===== src/rtl/polar_pkg.sv =====
// Shared types and helpers for the successive-cancellation polar decoder control path.
package polar_pkg;

    typedef enum logic {
        OP_F = 1'b0,
        OP_G = 1'b1
    } polar_op_e;

    typedef enum logic [2:0] {
        ST_IDLE     = 3'd0,
        ST_ISSUE    = 3'd1,
        ST_WAIT_LLR = 3'd2,
        ST_DECIDE   = 3'd3,
        ST_FINISH   = 3'd4
    } sched_state_e;

    // Width needed to name any stage 0..counter_width-1; never narrower than one bit.
    function automatic int stage_width(input int counter_width);
        return (counter_width > 2) ? $clog2(counter_width) : 1;
    endfunction

endpackage


===== src/rtl/polar_ctz.sv =====
// Combinational trailing-zero count; gives the tree stage at which the next bit's walk restarts.
module polar_ctz
    import polar_pkg::*;
#(
    parameter  int IN_WIDTH  = 10,
    localparam int OUT_WIDTH = stage_width(IN_WIDTH)
) (
    input  logic [IN_WIDTH-1:0]  value,
    output logic [OUT_WIDTH-1:0] count
);

    // Scanning from the MSB down lets the lowest set bit win; a zero input yields 0.
    always_comb begin
        count = '0;
        for (int k = IN_WIDTH - 1; k >= 0; k--) begin
            if (value[k]) count = OUT_WIDTH'(k);
        end
    end

endmodule


===== src/rtl/polar_sc_scheduler.sv =====
// SC decoding-tree walker: issues f/g commands per stage node and decides each bit from the leaf LLR.
module polar_sc_scheduler
    import polar_pkg::*;
#(
    parameter  int CODE_LENGTH        = 1024,
    parameter  int FROZEN_BITS_LENGTH = 48,
    localparam int COUNTER_WIDTH      = $clog2(CODE_LENGTH),
    localparam int STAGE_WIDTH        = stage_width(COUNTER_WIDTH)
) (
    input  logic                     clk,
    input  logic                     reset,
    input  logic                     start,
    output logic                     busy,
    output logic                     done,
    output logic                     count_err,
    output logic                     cmd_valid,
    input  logic                     cmd_ready,
    output logic                     cmd_op,
    output logic [STAGE_WIDTH-1:0]   cmd_stage,
    output logic [COUNTER_WIDTH-1:0] cmd_bit_idx,
    input  logic                     llr0_valid,
    input  logic                     llr0_sign,
    input  logic                     frozen_in,
    output logic                     u_valid,
    output logic                     u_hat,
    output logic [COUNTER_WIDTH-1:0] u_idx,
    output logic                     psum_update
);

    localparam logic [COUNTER_WIDTH-1:0] LAST_IDX    = COUNTER_WIDTH'(CODE_LENGTH - 1);
    localparam logic [COUNTER_WIDTH:0]   INFO_TARGET = (COUNTER_WIDTH + 1)'(CODE_LENGTH - FROZEN_BITS_LENGTH);
    localparam logic [STAGE_WIDTH-1:0]   TOP_STAGE   = STAGE_WIDTH'(COUNTER_WIDTH - 1);

    sched_state_e             state_q, state_d;
    logic [COUNTER_WIDTH-1:0] idx_q, idx_d;
    logic [STAGE_WIDTH-1:0]   stage_q, stage_d;
    logic [COUNTER_WIDTH:0]   info_cnt_q, info_cnt_d;
    logic                     sign_q, sign_d;
    logic [STAGE_WIDTH-1:0]   restart_stage;
    polar_op_e                op_sel;

    polar_ctz #(.IN_WIDTH(COUNTER_WIDTH)) u_ctz (
        .value (idx_q + COUNTER_WIDTH'(1)),
        .count (restart_stage)
    );

    // NOTE: every always_comb target gets a default first so no path leaves it unassigned (no latches).
    always_comb begin
        state_d    = state_q;
        idx_d      = idx_q;
        stage_d    = stage_q;
        info_cnt_d = info_cnt_q;
        sign_d     = sign_q;
        unique case (state_q)
            ST_IDLE: begin
                if (start) begin
                    idx_d      = '0;
                    stage_d    = TOP_STAGE;
                    info_cnt_d = '0;
                    state_d    = ST_ISSUE;
                end
            end
            ST_ISSUE: begin
                if (cmd_ready) begin
                    if (stage_q != '0) stage_d = stage_q - STAGE_WIDTH'(1);
                    else               state_d = ST_WAIT_LLR;
                end
            end
            ST_WAIT_LLR: begin
                // The sign is latched here so the decision does not depend on how long it stays driven.
                if (llr0_valid) begin
                    sign_d  = llr0_sign;
                    state_d = ST_DECIDE;
                end
            end
            ST_DECIDE: begin
                if (!frozen_in) info_cnt_d = info_cnt_q + (COUNTER_WIDTH + 1)'(1);
                if (idx_q == LAST_IDX) begin
                    state_d = ST_FINISH;
                end else begin
                    idx_d   = idx_q + COUNTER_WIDTH'(1);
                    stage_d = restart_stage;
                    state_d = ST_ISSUE;
                end
            end
            ST_FINISH: state_d = ST_IDLE;
            default:   state_d = ST_IDLE;
        endcase
    end

    // NOTE: state registers use non-blocking assignments so every flop samples pre-edge values.
    always_ff @(posedge clk or posedge reset) begin
        if (reset) begin
            state_q    <= ST_IDLE;
            idx_q      <= '0;
            stage_q    <= '0;
            info_cnt_q <= '0;
            sign_q     <= 1'b0;
        end else begin
            state_q    <= state_d;
            idx_q      <= idx_d;
            stage_q    <= stage_d;
            info_cnt_q <= info_cnt_d;
            sign_q     <= sign_d;
        end
    end

    assign op_sel      = idx_q[stage_q] ? OP_G : OP_F;
    assign busy        = (state_q == ST_ISSUE) || (state_q == ST_WAIT_LLR) || (state_q == ST_DECIDE);
    assign cmd_valid   = (state_q == ST_ISSUE);
    assign cmd_op      = op_sel;
    assign cmd_stage   = stage_q;
    assign cmd_bit_idx = idx_q;
    assign u_valid     = (state_q == ST_DECIDE);
    assign psum_update = u_valid;
    assign u_hat       = u_valid && !frozen_in && sign_q;
    assign u_idx       = idx_q;
    assign done        = (state_q == ST_FINISH);
    assign count_err   = done && (info_cnt_q != INFO_TARGET);

endmodule


===== config.mk =====
export PLATFORM = sky130hd
export DESIGN_NAME = polar_sc_scheduler
export DESIGN_NICKNAME = d
export VERILOG_FILES = /design/src/rtl/polar_pkg.sv /design/src/rtl/polar_ctz.sv /design/src/rtl/polar_sc_scheduler.sv
export SDC_FILE = /design/constraint.sdc
export NUM_CORES = 1
export LEC_CHECK = 0
export CORE_MARGIN = 8
export CORE_UTILIZATION = 50
export DETAILED_ROUTE_END_ITERATION = 8
export GPL_TIMING_DRIVEN = 0
export PLACE_DENSITY = 0.75
export SLEW_MARGIN = 25
export SYNTH_ARGS = -nofsm -noshare
export SYNTH_HDL_FRONTEND = slang
export SYNTH_SLANG_ARGS = --single-unit

===== constraint.sdc =====
create_clock -name clk -period 3.2 [get_ports clk]
set_input_delay 0.48 -clock clk [delete_from_list [all_inputs] [get_ports clk]]
set_output_delay 0.48 -clock clk [all_outputs]
set_load 0.02 [all_outputs]

### Word level (Yosys, flattened, before mapping)

Index checks and enable logic that the tools add are counted.

| word-level totals | value |
|---|---|
| bits in registers | 29 |
| input bits | 7 |
| output and inout bits | 32 |
| logic and storage cells | 67 |

| operators by class | value |
|---|---|
| $add $sub $neg | 3 |
| magnitude comparators | 1 |
| equal/unequal tests | 13 |
| muxes and demuxes | 30 |
| reduce and logical (&&, ||, !) cells | 15 |

Operators by type and width:

| operator | number |
|---|---|
| 4-bit 2-to-1 mux | 14 |
| 11-bit 2-to-1 mux | 2 |
| 11-bit one-hot mux with 2 select lines | 1 |
| 10-bit 2-to-1 mux | 2 |
| 10-bit one-hot mux with 2 select lines | 1 |
| 3-bit 2-to-1 mux | 5 |
| 3-bit one-hot mux with 4 select lines | 1 |
| 4-bit one-hot mux with 3 select lines | 1 |
| 11-bit by 1-bit adder with 11-bit output, second input constant | 1 |
| 11-bit by 10-bit != test with 1-bit output, second input constant | 1 |
| 10-bit by 1-bit adder with 10-bit output, second input constant | 1 |
| 10-bit equality test, second input constant | 1 |
| 2-bit != test, second input constant | 5 |
| 3-bit by 2-bit equality test with 1-bit output, second input constant | 2 |
| 3-bit AND reduction | 2 |
| 4-bit by 5-bit < comparator with 1-bit output, second input constant | 1 |
| 5-bit AND reduction | 1 |
| 1-bit binary-select mux with 4-bit select | 1 |
| 2-bit by 1-bit != test with 1-bit output, second input constant | 2 |
| 4-bit AND reduction | 1 |
| 4-bit nonzero test | 1 |
| 4-bit by 1-bit subtractor with 4-bit output, second input constant | 1 |
| 3-bit by 1-bit equality test with 1-bit output, second input constant | 1 |
| 3-bit equality test, second input constant | 1 |
| 8 further kinds | 12 |

### Depth between registers and ports, before layout

| logic depth | value |
|---|---|
| depth in word-level cells | 13 |
| depth in mapped cells | 9 |
| depth with buffers taken out | 8 |

### Cells and area by module

Synthesis repeated with hierarchy kept, for this count alone.

| second synthesis, totals | value |
|---|---|
| cell total of the unflattened synthesis | 211 |
| area, all modules | 1925.6 µm² |

Modules (own cells, without submodules):

| module | times used | cells each | area each (µm²) | seq. area each (µm²) |
|---|---|---|---|---|
| polar_sc_scheduler | 1 | 195 | 1830.5 | 725.7 |
| polar_ctz | 1 | 16 | 95.1 | 0.0 |

### Least setup slack after synthesis

No wires, ideal clock.

| timing | value |
|---|---|
| kind | flip-flop to flip-flop |
| from | register stage_q[0], in the netlist cmd_stage[0] |
| to | register stage_q[1], in the netlist cmd_stage[1] |
| setup time | 0.125 ns |
| data arrival time | 1.971 ns |
| data required time | 3.075 ns |
| path slack | 1.104 ns |
| cell stages (with the launch flop) | 9 |
| path buffers | 1 |
| clock period less this slack | 2.096 ns |
| path through | dfrtp_1 clkbuf_1 inv_1 ha_1 or3b_2 a21oi_1 nor2_1 nand2_1 mux2_2 |

| on the way | value |
|---|---|
| cells in the longest elaborated chain, start to end | 4 |
| elaborated cells on any way between the ends | 7 |
| classes of those cells | add/sub: 1; eq/ne: 1; mux: 3; reduce/logical: 2 |

RTL lines:

| item | line | source |
|---|---|---|
| start, declared | polar_sc_scheduler.sv:36 | `logic [STAGE_WIDTH-1:0] stage_q, stage_d;` |
| start signal, assigned | polar_sc_scheduler.sv:102 | `stage_q <= stage_d;` |
| 4-bit by 1-bit subtractor with 4-bit output | polar_sc_scheduler.sv:65 | `if (stage_q != '0) stage_d = stage_q - STAGE_WIDTH'(1);` |
| 4-bit 2-to-1 mux | polar_sc_scheduler.sv:65 |  |
| 4-bit 2-to-1 mux | polar_sc_scheduler.sv:64 | `if (cmd_ready) begin` |
| 4-bit one-hot mux with 3 select lines | polar_sc_scheduler.sv:54 | `unique case (state_q)` |

Parallel ways exist; a longest one is shown, timed or not. The select of a mux whose other input is x is not followed.
A chain may end at the register's enable or synchronous reset.

### Worst setup path after layout

| timing | value |
|---|---|
| from | register state_q[2] |
| to | output u_hat |

| on the way | value |
|---|---|
| cells in the longest elaborated chain, start to end | 3 |

RTL lines:

| item | line | source |
|---|---|---|
| start, declared | polar_sc_scheduler.sv:34 | `sched_state_e state_q, state_d;` |
| start signal, assigned | polar_sc_scheduler.sv:100 | `state_q <= state_d;` |
| 3-bit by 2-bit equality test with 1-bit output | polar_sc_scheduler.sv:114 | `assign u_valid = (state_q == ST_DECIDE);` |
| 1-bit logical AND (2 in a row) | polar_sc_scheduler.sv:116 | `assign u_hat = u_valid && !frozen_in && sign_q;` |
| end, declared | polar_sc_scheduler.sv:25 | `output logic u_hat,` |

No other way between the ends.

==> results.md <==
- Area Overhead vs Synth: 24.36%
- Final Hold Vio Count: 0
- Buffers on Ports: 38
- Synth Area in Compound Gates: 0.1842
- Number of remaining DRC errors: 0
- Cell Pwr Density: 863.0 nW/um^2
- Hold WC Path Type: flip-flop to flip-flop
- Fmax: approximately 360 MHz
- Dominant synthesized flop cell: dfrtp_1
- Pins Over Slew Limit: 0
- Post-CTS Setup Bufs: 0
- EDFF count, synth: 0
- Row count: 24
- Average cell area after synthesis: 8.271 sq um
- FFs w/ async S/R, synth: 1.000
- Post-Place Setup Slack: 743.8 ps
- Initial antenna violation count: 0
- Synth cell types: slightly below 60
- Worst vdd ir: between 0.5 and 0.6 mV
- Die footprint: about 6700 sq um
- Synth Instances: between 200 and 300
- Dpl cell area: 2613 sq um
- P_sw: 1.069 mW
- Gp weighted congestion: slightly above 0.9
- Initial DRC count: about 160
- Cell area after layout: about 2700 sq um
- Tot GR Track Use: 0.1823
- Max_cap viols: 0
- Core ar.: 4264 sq um
- CTS sink count: 29
- Layout net count: 318
- Switch share: 0.4594
- CTS tree: yes
- Adder-Cell Fraction of Synth Area: 0.02309
- Crit Path Class: flip-flop to output port
- RSZ-0062 raised after global routing: false
- Post-cts resize count: 0
- Post-Synth Simple-Gate Area: 0.2829
- Routed wire length: around 5700 um
- Synth top area share: 0.3349
- Final worst path period share: 0.8648
- Clock Tree Buf Depth: 2
- Xor/xnor share of the synthesized area: 0.03637
- Via count: a little over 2000
- Tmin final: between 2000 and 3000 ps
- Largest family of logic cells by synthesized area: simple AND/OR/NAND/NOR gates
- Sequential Power Share: 0.282
- Grt ovf: 0
- Post-DRT Antenna Nets: 0
- FF+latch count, synth: 29
- Clk slew on worst S/H paths: approximately 70 ps
- Least-Margin Pin Slew: around 600 ps
- Worst Setup Start Kind: flip-flop
- Final setup fails: 0
- Clk pwr share: 0.127
- HPWL after DPL: between 4000 and 5000 um
- Top cells by area, synth: dfrtp_1 33%, nor2_1 5.2%, nand2_1 4.7%
- Combinational Power Share: 0.591
- Worst skew pair latency: roughly 280 ps
- Via/cell ratio: around 5.7
- Synth area leader: dfrtp_1
- Die width: approximately 82 um
- Initial Utilization: 0.5082
- IO Count: 39
- Ant diodes: 0
- Fill count: around 380
- Die height: 81.84 um
- Wire length per cell: approximately 16 um
- First-pass GRT wire length: between 9000 and 10000 um
- Layout cells sized above 1: 0.1461
- Status: completed
- Initial DRT Pass Iterations: 4
- Setup tns final: 0 ps
- Seq/Total Area, Yosys: 0.3349
- Htree depth: 2
- Post-synthesis mux area share: 0.04042
- CP Capture Type: output port
- YS warnings: 0
- Crit-path max FO: 10
- Clock Tree Root: clkbuf_8
- Post-Syn Area: between 2000 and 2500 sq um
- Largest net degree at the start of global routing: 30
- Hold_buf cts: 0
- P_leak: roughly 1.1 nW
- Worst setup margin: around 430 ps
- CP Data Arrival Time: 2290 ps
- Worst relative slew slack: 0.5919
- Vias in the first global route: approximately 1900
- Worst Clk Skew: roughly 3.0 ps
- Total CTS buffers: 5
- WP data required: between 2000 and 3000 ps
- Synthesized Nets: 273
- Pint: ~1.3 mW
-- critical path, cell delays in order, from the launching register on --
cell	delay (ps)
dfrtp_1	390
nand3b_2	340
clkbuf_1	360
nor3b_1	270
clkdlybuf4s50_1	640
-- flip-flops by register name (all words and copies together), names as in the netlist --
| register | cells |
|---|---|
| cmd_bit_idx | 10 |
| cmd_stage | 4 |
| sign_q | 1 |
| state_q | 3 |
| info_cnt_q | 11 |
-- path summary, 6_finish.rpt --
kind	startpoint	end	slack [ps]	depth (start not counted)
setup / recovery	state_q[2]	u_hat	430	4
hold / removal	info_cnt_q[0]	info_cnt_q[0]	530	2
setup reg to reg	cmd_bit_idx[0]	cmd_stage[1]	890	8
hold reg to reg	info_cnt_q[0]	info_cnt_q[0]	530	2
max in group asynchronous	reset	cmd_bit_idx[3]	2210	2
min in group asynchronous	reset	sign_q	590	2
-- cells in the final DEF (no fill, tap or decap), drive strengths merged, types with 6 or more instances in the layout --
cell,instances
dfrtp,29
buf,19
o21ai,20
nand2,27
xor2,6
clkbuf,14
nor3,6
a21oi,14
inv,12
nand3,16
clkdlybuf4s50,38
nor2,33
-- per-stage QoR --
stage                     hold WS (ps)  utilization  total power, mW  cells
after floorplan                  472.3            -            1.508    262
after global placement           505.2       0.6127            1.995    352
after detailed placement         519.6       0.6127            2.017    352
after CTS                        536.1       0.6320            2.327    360
after global routing             562.8       0.6320            2.482    360
final                            533.5       0.6320            2.326    360
-- cell families after synthesis --
kind of cell               Yosys count
and+or+nand+nor                    113
buffers and inverters               39
muxes                                6
adders and majority gates            4
AOI/OAI and AO/OA                   62
DFF                                 29
xor gates and xnor gates             9
-- power groups by stage --
stage | Sequential, mW | Clock [mW] | Combinational [mW]
2_1_floorplan | 0.705 | 0 | 0.803
3_3_place_gp | 0.653 | 0 | 1.34
3_5_place_dp | 0.658 | 0 | 1.36
4_1_cts | 0.652 | 0.305 | 1.37
5_1_grt | 0.679 | 0.313 | 1.49
6_report | 0.655 | 0.296 | 1.37
-- cell type report --
class / instances / area (sq um) / share of cell area
Tap cell: 52 / 65.06 / 0.02414
Buffer: 27 / 167.7 / 0.06221
Clock inverter: 2 / 10.01 / 0.003714
Timing Repair Buffer: 38 / 380.4 / 0.1411
Sequential cell: 29 / 725.7 / 0.2693
Inverter: 12 / 45.04 / 0.01671
Clock buffer: 6 / 72.57 / 0.02693
Multi-Input combinational cell: 194 / 1229 / 0.4559
-- cells in the mapped netlist (2+ instances only) --
master / n
nand2_1: 27
and2_1: 2
xnor2_1: 3
a31oi_1: 3
o31ai_1: 5
mux2i_1: 2
nor3_1: 6
buf_6: 2
nand3_1: 16
nor2_4: 2
o21ai_0: 20
nor2_1: 30
xor2_1: 6
clkbuf_1: 8
and3_1: 5
buf_4: 12
o31a_1: 2
nand4_1: 2
ha_1: 4
dfrtp_1: 29
or2_2: 2
nand3b_1: 3
buf_2: 5
nand2b_1: 4
a21oi_1: 14
inv_1: 11
mux4_2: 2
a211oi_1: 4
mux2_2: 2
-- layer usage --
metal / GRT usage / routed length [um] / vias to the layer above
li1: - / - / 1005
met1: 0.2320 / 2501 / 977
met2: 0.3007 / 2783 / 57
met3: 0.03501 / 355 / 7
met4: 0.06491 / 86 / 0
met5: 0 / 0 / -
No activity file was read; power rests on OpenSTA's default activity.
